[config.mk]
export PLATFORM = sky130hd
export DESIGN_NAME = axi_arbiter_2to1
export DESIGN_NICKNAME = d
export VERILOG_FILES = /design/src/rtl/axi_arbiter_2to1_pkg.sv /design/src/rtl/axi_arbiter_2to1_pick.sv /design/src/rtl/axi_arbiter_2to1.sv
export SDC_FILE = /design/constraint.sdc
export NUM_CORES = 1
export LEC_CHECK = 0
export ABC_AREA = 1
export ABC_CLOCK_PERIOD_IN_PS = 3810
export CORE_AREA = 2 2 172 174
export DETAILED_ROUTE_END_ITERATION = 10
export DIE_AREA = 0 0 174 176
export GPL_ROUTABILITY_DRIVEN = 0
export PLACE_DENSITY = 0.39
export SKIP_LAST_GASP = 1
export SLEW_MARGIN = 20
export SYNTH_ARGS = -nofsm -noshare
export SYNTH_HDL_FRONTEND = slang
export SYNTH_HIERARCHICAL = 1
export SYNTH_SLANG_ARGS = --single-unit
[constraint.sdc]
create_clock -name clk -period 3.81 [get_ports clk]
set_input_delay 0.762 -clock clk [delete_from_list [all_inputs] [get_ports clk]]
set_output_delay 0.762 -clock clk [all_outputs]
set_load 0.02 [all_outputs]
[src/rtl/axi_arbiter_2to1_pkg.sv]
// axi_arbiter_2to1 shared types: FSM encoding, AXI resp codes, master index.
// Round-robin arbitration is enabled by defining AXI_ARB_RR_EN.
package axi_arbiter_2to1_pkg;

  typedef enum logic [1:0] {
    IDLE = 2'b00,
    RD   = 2'b01,
    WR   = 2'b10
  } arb_state_e;

  localparam logic [1:0] RESP_OKAY   = 2'b00;
  localparam logic [1:0] RESP_SLVERR = 2'b10;

  localparam int MIDX_W = 1;

endpackage

[src/rtl/axi_arbiter_2to1_pick.sv]
// axi_arb_pick: combinational 2-way picker, one-hot grant.
// Fixed priority (m0 wins) unless AXI_ARB_RR_EN is defined.
module axi_arb_pick (
  input  logic [1:0] req,
  input  logic       ptr,
  output logic [1:0] grant
);

`ifdef AXI_ARB_RR_EN
  // ptr names the master preferred at this arbitration
  always_comb begin
    grant = 2'b00;
    if (ptr) begin
      grant[1] = req[1];
      grant[0] = req[0] & ~req[1];
    end else begin
      grant[0] = req[0];
      grant[1] = req[1] & ~req[0];
    end
  end
`else
  logic w_unused_ptr;
  assign w_unused_ptr = ptr;

  always_comb begin
    grant    = 2'b00;
    grant[0] = req[0];
    grant[1] = req[1] & ~req[0];
  end
`endif

endmodule

[src/rtl/axi_arbiter_2to1.sv]
// Two-master AXI-lite arbiter, one whole transaction per grant.
// Define AXI_ARB_RR_EN for round-robin; default is m0-first fixed priority.
module axi_arbiter_2to1
  import axi_arbiter_2to1_pkg::*;
#(
  parameter int ADDR_W = 32,
  parameter int DATA_W = 32
) (
  input  logic                clk,
  input  logic                rst,

  input  logic [ADDR_W-1:0]   m0_araddr,
  input  logic                m0_arvalid,
  output logic                m0_arready,
  output logic [DATA_W-1:0]   m0_rdata,
  output logic [1:0]          m0_rresp,
  output logic                m0_rvalid,
  input  logic                m0_rready,
  input  logic [ADDR_W-1:0]   m0_awaddr,
  input  logic                m0_awvalid,
  output logic                m0_awready,
  input  logic [DATA_W-1:0]   m0_wdata,
  input  logic [DATA_W/8-1:0] m0_wstrb,
  input  logic                m0_wvalid,
  output logic                m0_wready,
  output logic [1:0]          m0_bresp,
  output logic                m0_bvalid,
  input  logic                m0_bready,

  input  logic [ADDR_W-1:0]   m1_araddr,
  input  logic                m1_arvalid,
  output logic                m1_arready,
  output logic [DATA_W-1:0]   m1_rdata,
  output logic [1:0]          m1_rresp,
  output logic                m1_rvalid,
  input  logic                m1_rready,
  input  logic [ADDR_W-1:0]   m1_awaddr,
  input  logic                m1_awvalid,
  output logic                m1_awready,
  input  logic [DATA_W-1:0]   m1_wdata,
  input  logic [DATA_W/8-1:0] m1_wstrb,
  input  logic                m1_wvalid,
  output logic                m1_wready,
  output logic [1:0]          m1_bresp,
  output logic                m1_bvalid,
  input  logic                m1_bready,

  output logic [ADDR_W-1:0]   s_araddr,
  output logic                s_arvalid,
  input  logic                s_arready,
  input  logic [DATA_W-1:0]   s_rdata,
  input  logic [1:0]          s_rresp,
  input  logic                s_rvalid,
  output logic                s_rready,
  output logic [ADDR_W-1:0]   s_awaddr,
  output logic                s_awvalid,
  input  logic                s_awready,
  output logic [DATA_W-1:0]   s_wdata,
  output logic [DATA_W/8-1:0] s_wstrb,
  output logic                s_wvalid,
  input  logic                s_wready,
  input  logic [1:0]          s_bresp,
  input  logic                s_bvalid,
  output logic                s_bready
);

  arb_state_e        r_state;
  arb_state_e        w_state_nxt;
  logic [MIDX_W-1:0] r_owner;
  logic [MIDX_W-1:0] w_owner_nxt;
  logic [1:0]        w_req;
  logic [1:0]        w_grant;
  logic              w_ptr;
  logic              w_rd_sel;

  assign w_req[0] = m0_arvalid | m0_awvalid | m0_wvalid;
  assign w_req[1] = m1_arvalid | m1_awvalid | m1_wvalid;

  axi_arb_pick u_pick (
    .req   (w_req),
    .ptr   (w_ptr),
    .grant (w_grant)
  );

`ifdef AXI_ARB_RR_EN
  logic r_ptr;

  // after granting m0, m1 is preferred next, and vice versa
  always_ff @(posedge clk or negedge rst) begin
    if (!rst) begin
      r_ptr <= 1'b0;
    end else if (r_state == IDLE && |w_grant) begin
      r_ptr <= w_grant[0];
    end
  end

  assign w_ptr = r_ptr;
`else
  assign w_ptr = 1'b0;
`endif

  always_ff @(posedge clk or negedge rst) begin
    if (!rst) begin
      r_state <= IDLE;
      r_owner <= '0;
    end else begin
      r_state <= w_state_nxt;
      r_owner <= w_owner_nxt;
    end
  end

  always_comb begin
    w_state_nxt = r_state;
    w_owner_nxt = r_owner;
    w_rd_sel    = 1'b0;
    case (r_state)
      IDLE: begin
        if (|w_grant) begin
          w_owner_nxt = w_grant[1];
          w_rd_sel    = w_grant[1] ? m1_arvalid : m0_arvalid;
          w_state_nxt = w_rd_sel ? RD : WR;
        end
      end
      RD: if (s_rvalid && s_rready) w_state_nxt = IDLE;
      WR: if (s_bvalid && s_bready) w_state_nxt = IDLE;
      default: w_state_nxt = IDLE;
    endcase
  end

  always_comb begin
    s_araddr   = '0;
    s_arvalid  = 1'b0;
    s_rready   = 1'b0;
    s_awaddr   = '0;
    s_awvalid  = 1'b0;
    s_wdata    = '0;
    s_wstrb    = '0;
    s_wvalid   = 1'b0;
    s_bready   = 1'b0;
    m0_arready = 1'b0;
    m0_rdata   = '0;
    m0_rresp   = RESP_OKAY;
    m0_rvalid  = 1'b0;
    m0_awready = 1'b0;
    m0_wready  = 1'b0;
    m0_bresp   = RESP_OKAY;
    m0_bvalid  = 1'b0;
    m1_arready = 1'b0;
    m1_rdata   = '0;
    m1_rresp   = RESP_OKAY;
    m1_rvalid  = 1'b0;
    m1_awready = 1'b0;
    m1_wready  = 1'b0;
    m1_bresp   = RESP_OKAY;
    m1_bvalid  = 1'b0;
    case (r_state)
      RD: begin
        if (r_owner[0]) begin
          s_araddr   = m1_araddr;
          s_arvalid  = m1_arvalid;
          s_rready   = m1_rready;
          m1_arready = s_arready;
          m1_rdata   = s_rdata;
          m1_rresp   = s_rresp;
          m1_rvalid  = s_rvalid;
        end else begin
          s_araddr   = m0_araddr;
          s_arvalid  = m0_arvalid;
          s_rready   = m0_rready;
          m0_arready = s_arready;
          m0_rdata   = s_rdata;
          m0_rresp   = s_rresp;
          m0_rvalid  = s_rvalid;
        end
      end
      WR: begin
        if (r_owner[0]) begin
          s_awaddr   = m1_awaddr;
          s_awvalid  = m1_awvalid;
          s_wdata    = m1_wdata;
          s_wstrb    = m1_wstrb;
          s_wvalid   = m1_wvalid;
          s_bready   = m1_bready;
          m1_awready = s_awready;
          m1_wready  = s_wready;
          m1_bresp   = s_bresp;
          m1_bvalid  = s_bvalid;
        end else begin
          s_awaddr   = m0_awaddr;
          s_awvalid  = m0_awvalid;
          s_wdata    = m0_wdata;
          s_wstrb    = m0_wstrb;
          s_wvalid   = m0_wvalid;
          s_bready   = m0_bready;
          m0_awready = s_awready;
          m0_wready  = s_wready;
          m0_bresp   = s_bresp;
          m0_bvalid  = s_bvalid;
        end
      end
      default: ;
    endcase
  end

endmodule

==> out/qor.csv, run 1 <==
metric;value;unit
status;completed;
dp.cells;1311;
hold_end;r_state[1];
antenna_found_initial;0;
diodes;0;
dpl_cell_area;7010;um^2
post-cts-setup-buffer-count;0;
crit_type;flop to primary output;
cts.sinks;3;
dr.pass1.iters;4;
whs_path_depth;3;
seq_area;78.8;um^2
syn_to_final_growth;209;%
pwr_density_cell;414;nW/um^2
dieWidth;174;um
rr_worst_depth;7;
required;3.05;ns
slew_violations;0;
die_area;30600;um^2
fillers;3301;
grt.overflow.total;0;
critPathMaxFanout;24;
drive_gt1_share;2.36;%
viasPerCell;3.54;
multi_input_area;1750;um^2
final-instance-count-excl-fill;1315;
worst_path_max_delay_cell;clkdlybuf4s50_1;
root_buffer;clkbuf_16;
post-place-ws;0.777;ns
cts_tree;yes;
rows;62;
skew;0.00150;ns
hold_start;r_state[1];
p_leak;2.89;nW
fin_tns_setup;0;ns
reg2reg_to;r_state[1];
r2r_setup_slack;2.06;ns
syn-num-nets;772;
worst_pin_slew;0.715;ns
pwr-share-seq;2.1;%
syn_area;2290;um^2
critical_path_arrival;2.29;ns
crit_path_max_incr_delay;0.67;ns
num_io_pins;440;
htree_levels;1;
cts_resized;0;
internal_power;1.36;mW
clock_latency;0.22;ns
clkTransAtPathRegs;0.03;ns
p_comb_share;92.3;%
rsz0062_at_grt;false;
vdd_ir_drop_max;0.000157;V
core_area;28500;um^2
start_kind;flop;
finalCritPeriodShare;80.0;%
end_kind;primary output;
worstReg2RegStart;r_owner;
hold_viol;0;
drv_cap;0;
final_area;7090;um^2
grt_pass1_vias;4739;
drt_iter0_drc;126;
ant_nets;0;
drc;0;
total_power;2.93;mW
cts_buffer_depth;2;
grtUsageTotal;11.1;%
fmax;328;MHz
wl;18.3;mm
cts_buffers;3;
grt_max_degree;63;
avgSynthCellArea;4.42;um^2
fin_nets;1185;
routedWlPerCell;13.9;um
min_period;3.05;ns
min_path_type;flop to flop;
grt_pass1_wl;26.9;mm
vias;4654;
portBuffers;439;
initial_core_util;8.03;%
setup_ws;0.761;ns
syn_inst;519;
die_h;176;um
yosysWarningCount;6;
setup_viol;0;
switching_share;53.6;%
dp_hpwl;15.0;mm
clockPowerShare;5.7;%
power_switching;1.57;mW
slew_headroom;52.3;%
hold_buffers;0;
crit_chain;clkinv_2, buf_4, nand2_1, a21oi_1, clkdlybuf4s50_1;
-- layer usage --
metal	vias to the layer above	global-route usage [%]	wire (um)
met3	10	3.53	1720
met2	258	20.9	9400
met4	0	1.93	184
li1	2407	-	-
met5	-	0	0
met1	1979	12.2	7030
-- cell type report --
| class | count | area share, % |
|---|---|---|
| clock buffers | 4 | 1.11 |
| inverters | 57 | 3.04 |
| flip-flops and latches | 3 | 1.11 |
| multi-input cells | 419 | 24.7 |
| repair buffers | 448 | 63.3 |
| well taps | 384 | 6.78 |
-- worst max path at each step --
| stage | start | endpoint | slack (ns) | cells past startpoint |
|---|---|---|---|---|
| CTS | r_owner | s_wdata[28] | 0.64 | 5 |
| global placement | m1_wdata[28] | s_wdata[28] | 0.74 | 4 |
| finish | r_owner | s_wdata[28] | 0.76 | 5 |
| floorplan | s_rdata[28] | m1_rdata[28] | 1.75 | 2 |
| detailed placement | m1_wdata[28] | s_wdata[28] | 0.78 | 4 |
| global route | r_owner | s_wdata[28] | 0.62 | 5 |
-- through the flow --
| stage | hold WS, ns | util [%] |
|---|---|---|
| after detailed placement | 0.655 | 24.6 |
| after global placement | 0.654 | 24.6 |
| final | 0.653 | 24.8 |
| after CTS | 0.658 | 24.8 |
| after global routing | 0.693 | 24.8 |
| after floorplan | 0.466 | - |
-- cell usage in the layout (no fill, tap or decap), drive strengths merged --
cell / n
nand2: 216
buf: 9
clkdlybuf4s50: 439
inv: 56
o22ai: 3
nor3: 1
clkbuf: 4
dfrtp: 3
nor2: 86
nand4: 1
o21ai: 4
and3: 1
nand3: 4
clkinv: 1
a21oi: 103
-- worst max-delay path, delay by kind of cell, from the launching register on --
kind | cells | cell delay (ns)
compound gates | 1 | 0.26
simple gates | 1 | 0.08
flops | 1 | 0.47
buf+inv | 3 | 1.25
-- registers in the layout, summed over array words and instances, names as in the netlist --
signal / count
r_state: 2
r_owner: 1
-- power by group through the flow --
stage	combinational, mW	sequential, mW	clock [mW]
after floorplan	1.42	0.0548	0
after global placement	2.78	0.0612	0
after detailed placement	2.76	0.0611	0
after CTS	2.77	0.0611	0.168
after global routing	2.93	0.0621	0.172
final	2.71	0.0610	0.166
No activity file was read; power rests on OpenSTA's default activity.
==> run 2: changes to the inputs <==
- ABC_CLOCK_PERIOD_IN_PS: 3810 -> 2750
- CORE_AREA: 2 2 172 174 -> 2 2 169 171
- DIE_AREA: 0 0 174 176 -> 0 0 171 173
- PLACE_DENSITY: 0.39 -> 0.41
- clock period: 3.81 -> 2.75 ns (I/O delays scaled with it)
==> run 2 against run 1 <==
Effect of this change: critical path depth is 1 higher; design area is 2.1% higher; critical path type unchanged; final cell count is 0.30% higher; wire length is 0.17% lower; global-route usage is 0.20 points higher; sequential power is 41% higher; first-iteration DRC count is 33% lower; count of clock-buffer cells in the layout stayed put; clock power is 40% higher.
==> out/qor.csv, run 2 (synthesis gave the netlist of run 1 again) <==
metric;value;unit
status;completed;
min_path_type;primary input to asynchronous set/reset pin;
num_io_pins;440;
dr.pass1.iters;5;
syn_to_final_growth;216;%
drv_cap;0;
critical_path_arrival;2.11;ns
worst_pin_slew;0.622;ns
drc;0;
start_kind;flop;
vias;4715;
top_regs;r_state x2, r_owner x1;
seq_area;78.8;um^2
final_common_cell;clkdlybuf4s50_1;
root_buffer;clkbuf_16;
portBuffers;439;
skew;0.00399;ns
worst_path_max_delay_cell;clkdlybuf4s50_1;
crit_chain;clkinv_2, buf_12, buf_4, nand2_1, a21oi_1, clkdlybuf4s50_1;
routedWlPerCell;13.9;um
grt_max_degree;50;
grt_pass1_wl;25.9;mm
cp_num_buf_inv;4;
end_kind;primary output;
fmax;377;MHz
rows;61;
core_area;27600;um^2
grtUsageTotal;11.3;%
critPathMaxFanout;36;
viasPerCell;3.57;
dp_hpwl;15.2;mm
largest_reg_flops;2;
cts.sinks;3;
dieWidth;171;um
initial_core_util;8.30;%
cts_tree;yes;
wl;18.3;mm
finalCritPeriodShare;96.6;%
slew_headroom;58.5;%
rsz0062_at_grt;true;
ant_nets;0;
post-place-ws;0.0712;ns
setup_viol;0;
die_h;173;um
fillers;3095;
drive_gt1_share;3.30;%
antenna_found_initial;2;
p_leak;3.12;nW
critical-path-top-delay-family;buffers and inverters;
die_area;29600;um^2
required;2.20;ns
hold_viol;0;
drt_iter0_drc;84;
fin_nets;1194;
multi_input_area;1750;um^2
final_cell_mix;428 x clkdlybuf4s50_1, 214 x nand2_1, 103 x a21oi_1;
crit_path_max_incr_delay;0.65;ns
largest_register;r_state;
fin_util;26.2;%
grt_pass1_vias;4645;
min_period;2.66;ns
slew_violations;0;
cts_buffer_depth;2;
grt.overflow.total;0;
pwr_density_cell;583;nW/um^2
dpl_cell_area;7130;um^2
cts_buffers;3;
clock_latency;0.23;ns
vdd_ir_drop_max;0.000297;V
htree_levels;1;
final_area;7240;um^2
clkTransAtPathRegs;0.03;ns
setup_ws;0.0945;ns
crit_type;flop to primary output;
-- run 2: final timing paths --
check                            from    endpoint  slack, ns  cells past startpoint
max                           r_owner  s_wdata[9]       0.09                      6
max in group asynchronous         rst     r_owner       2.09                      1
max reg2reg                   r_owner  r_state[0]       1.15                      8
min reg2reg                r_state[0]  r_state[1]       0.64                      3
min                               rst     r_owner       0.51                      1
min in group clk           r_state[0]  r_state[1]       0.64                      3
-- run 2: cell type report --
| type | instances | area share, % |
|---|---|---|
| sequential | 3 | 1.09 |
| tap | 378 | 6.54 |
| antenna | 1 | 0.0346 |
| inverter | 57 | 2.97 |
| clock buffer | 4 | 1.09 |
| multi-input combinational | 419 | 24.2 |
| timing repair buffer | 457 | 64.1 |
-- run 2: through the flow --
stage / TNS (ns) / std cells / power, mW / hold slack [ns]
2_1_floorplan: 0 / 519 / 2.04 / 0.254
3_3_place_gp: 0 / 1314 / 4.12 / 0.644
3_5_place_dp: 0 / 1314 / 4.06 / 0.651
4_1_cts: 0 / 1318 / 4.31 / 0.512
5_1_grt: -0.0137 / 1318 / 4.52 / 0.521
6_report: 0 / 1319 / 4.22 / 0.506
-- run 2: repair_timing --
item / 4_1_cts / 5_1_grt
endpoints found under the hold margin: 0 / 0
setup endpoints to repair: 1 / 12
setup buffers: 0 / 0
hold buffers: 0 / 0
resized for setup: 1 / 10
-- run 2: worst reg2reg max path: stages (launching register included) --
cell and delay [ns]:
dfrtp_4 0.49, clkinv_2 0.11, buf_4 0.21, buf_4 0.21, nand2_1 0.13, nand4_1 0.11
nand2_1 0.07, nand3_1 0.09, nand2_1 0.06
-- run 2: power by group --
part           switching, mW  internal, mW  total [mW]
Sequential            0.0207        0.0653      0.0860
Clock                 0.0407         0.191       0.232
Combinational           2.17          1.73        3.90
Total                   2.23          1.99        4.22
-- run 2: metal layers --
| layer | global-route usage [%] | part of all wire (%) |
|---|---|---|
| met3 | 4.17 | 11 |
| met1 | 10.9 | 35 |
| met2 | 23.0 | 53 |
| met4 | 1.13 | 0.74 |
| met5 | 0 | 0.071 |
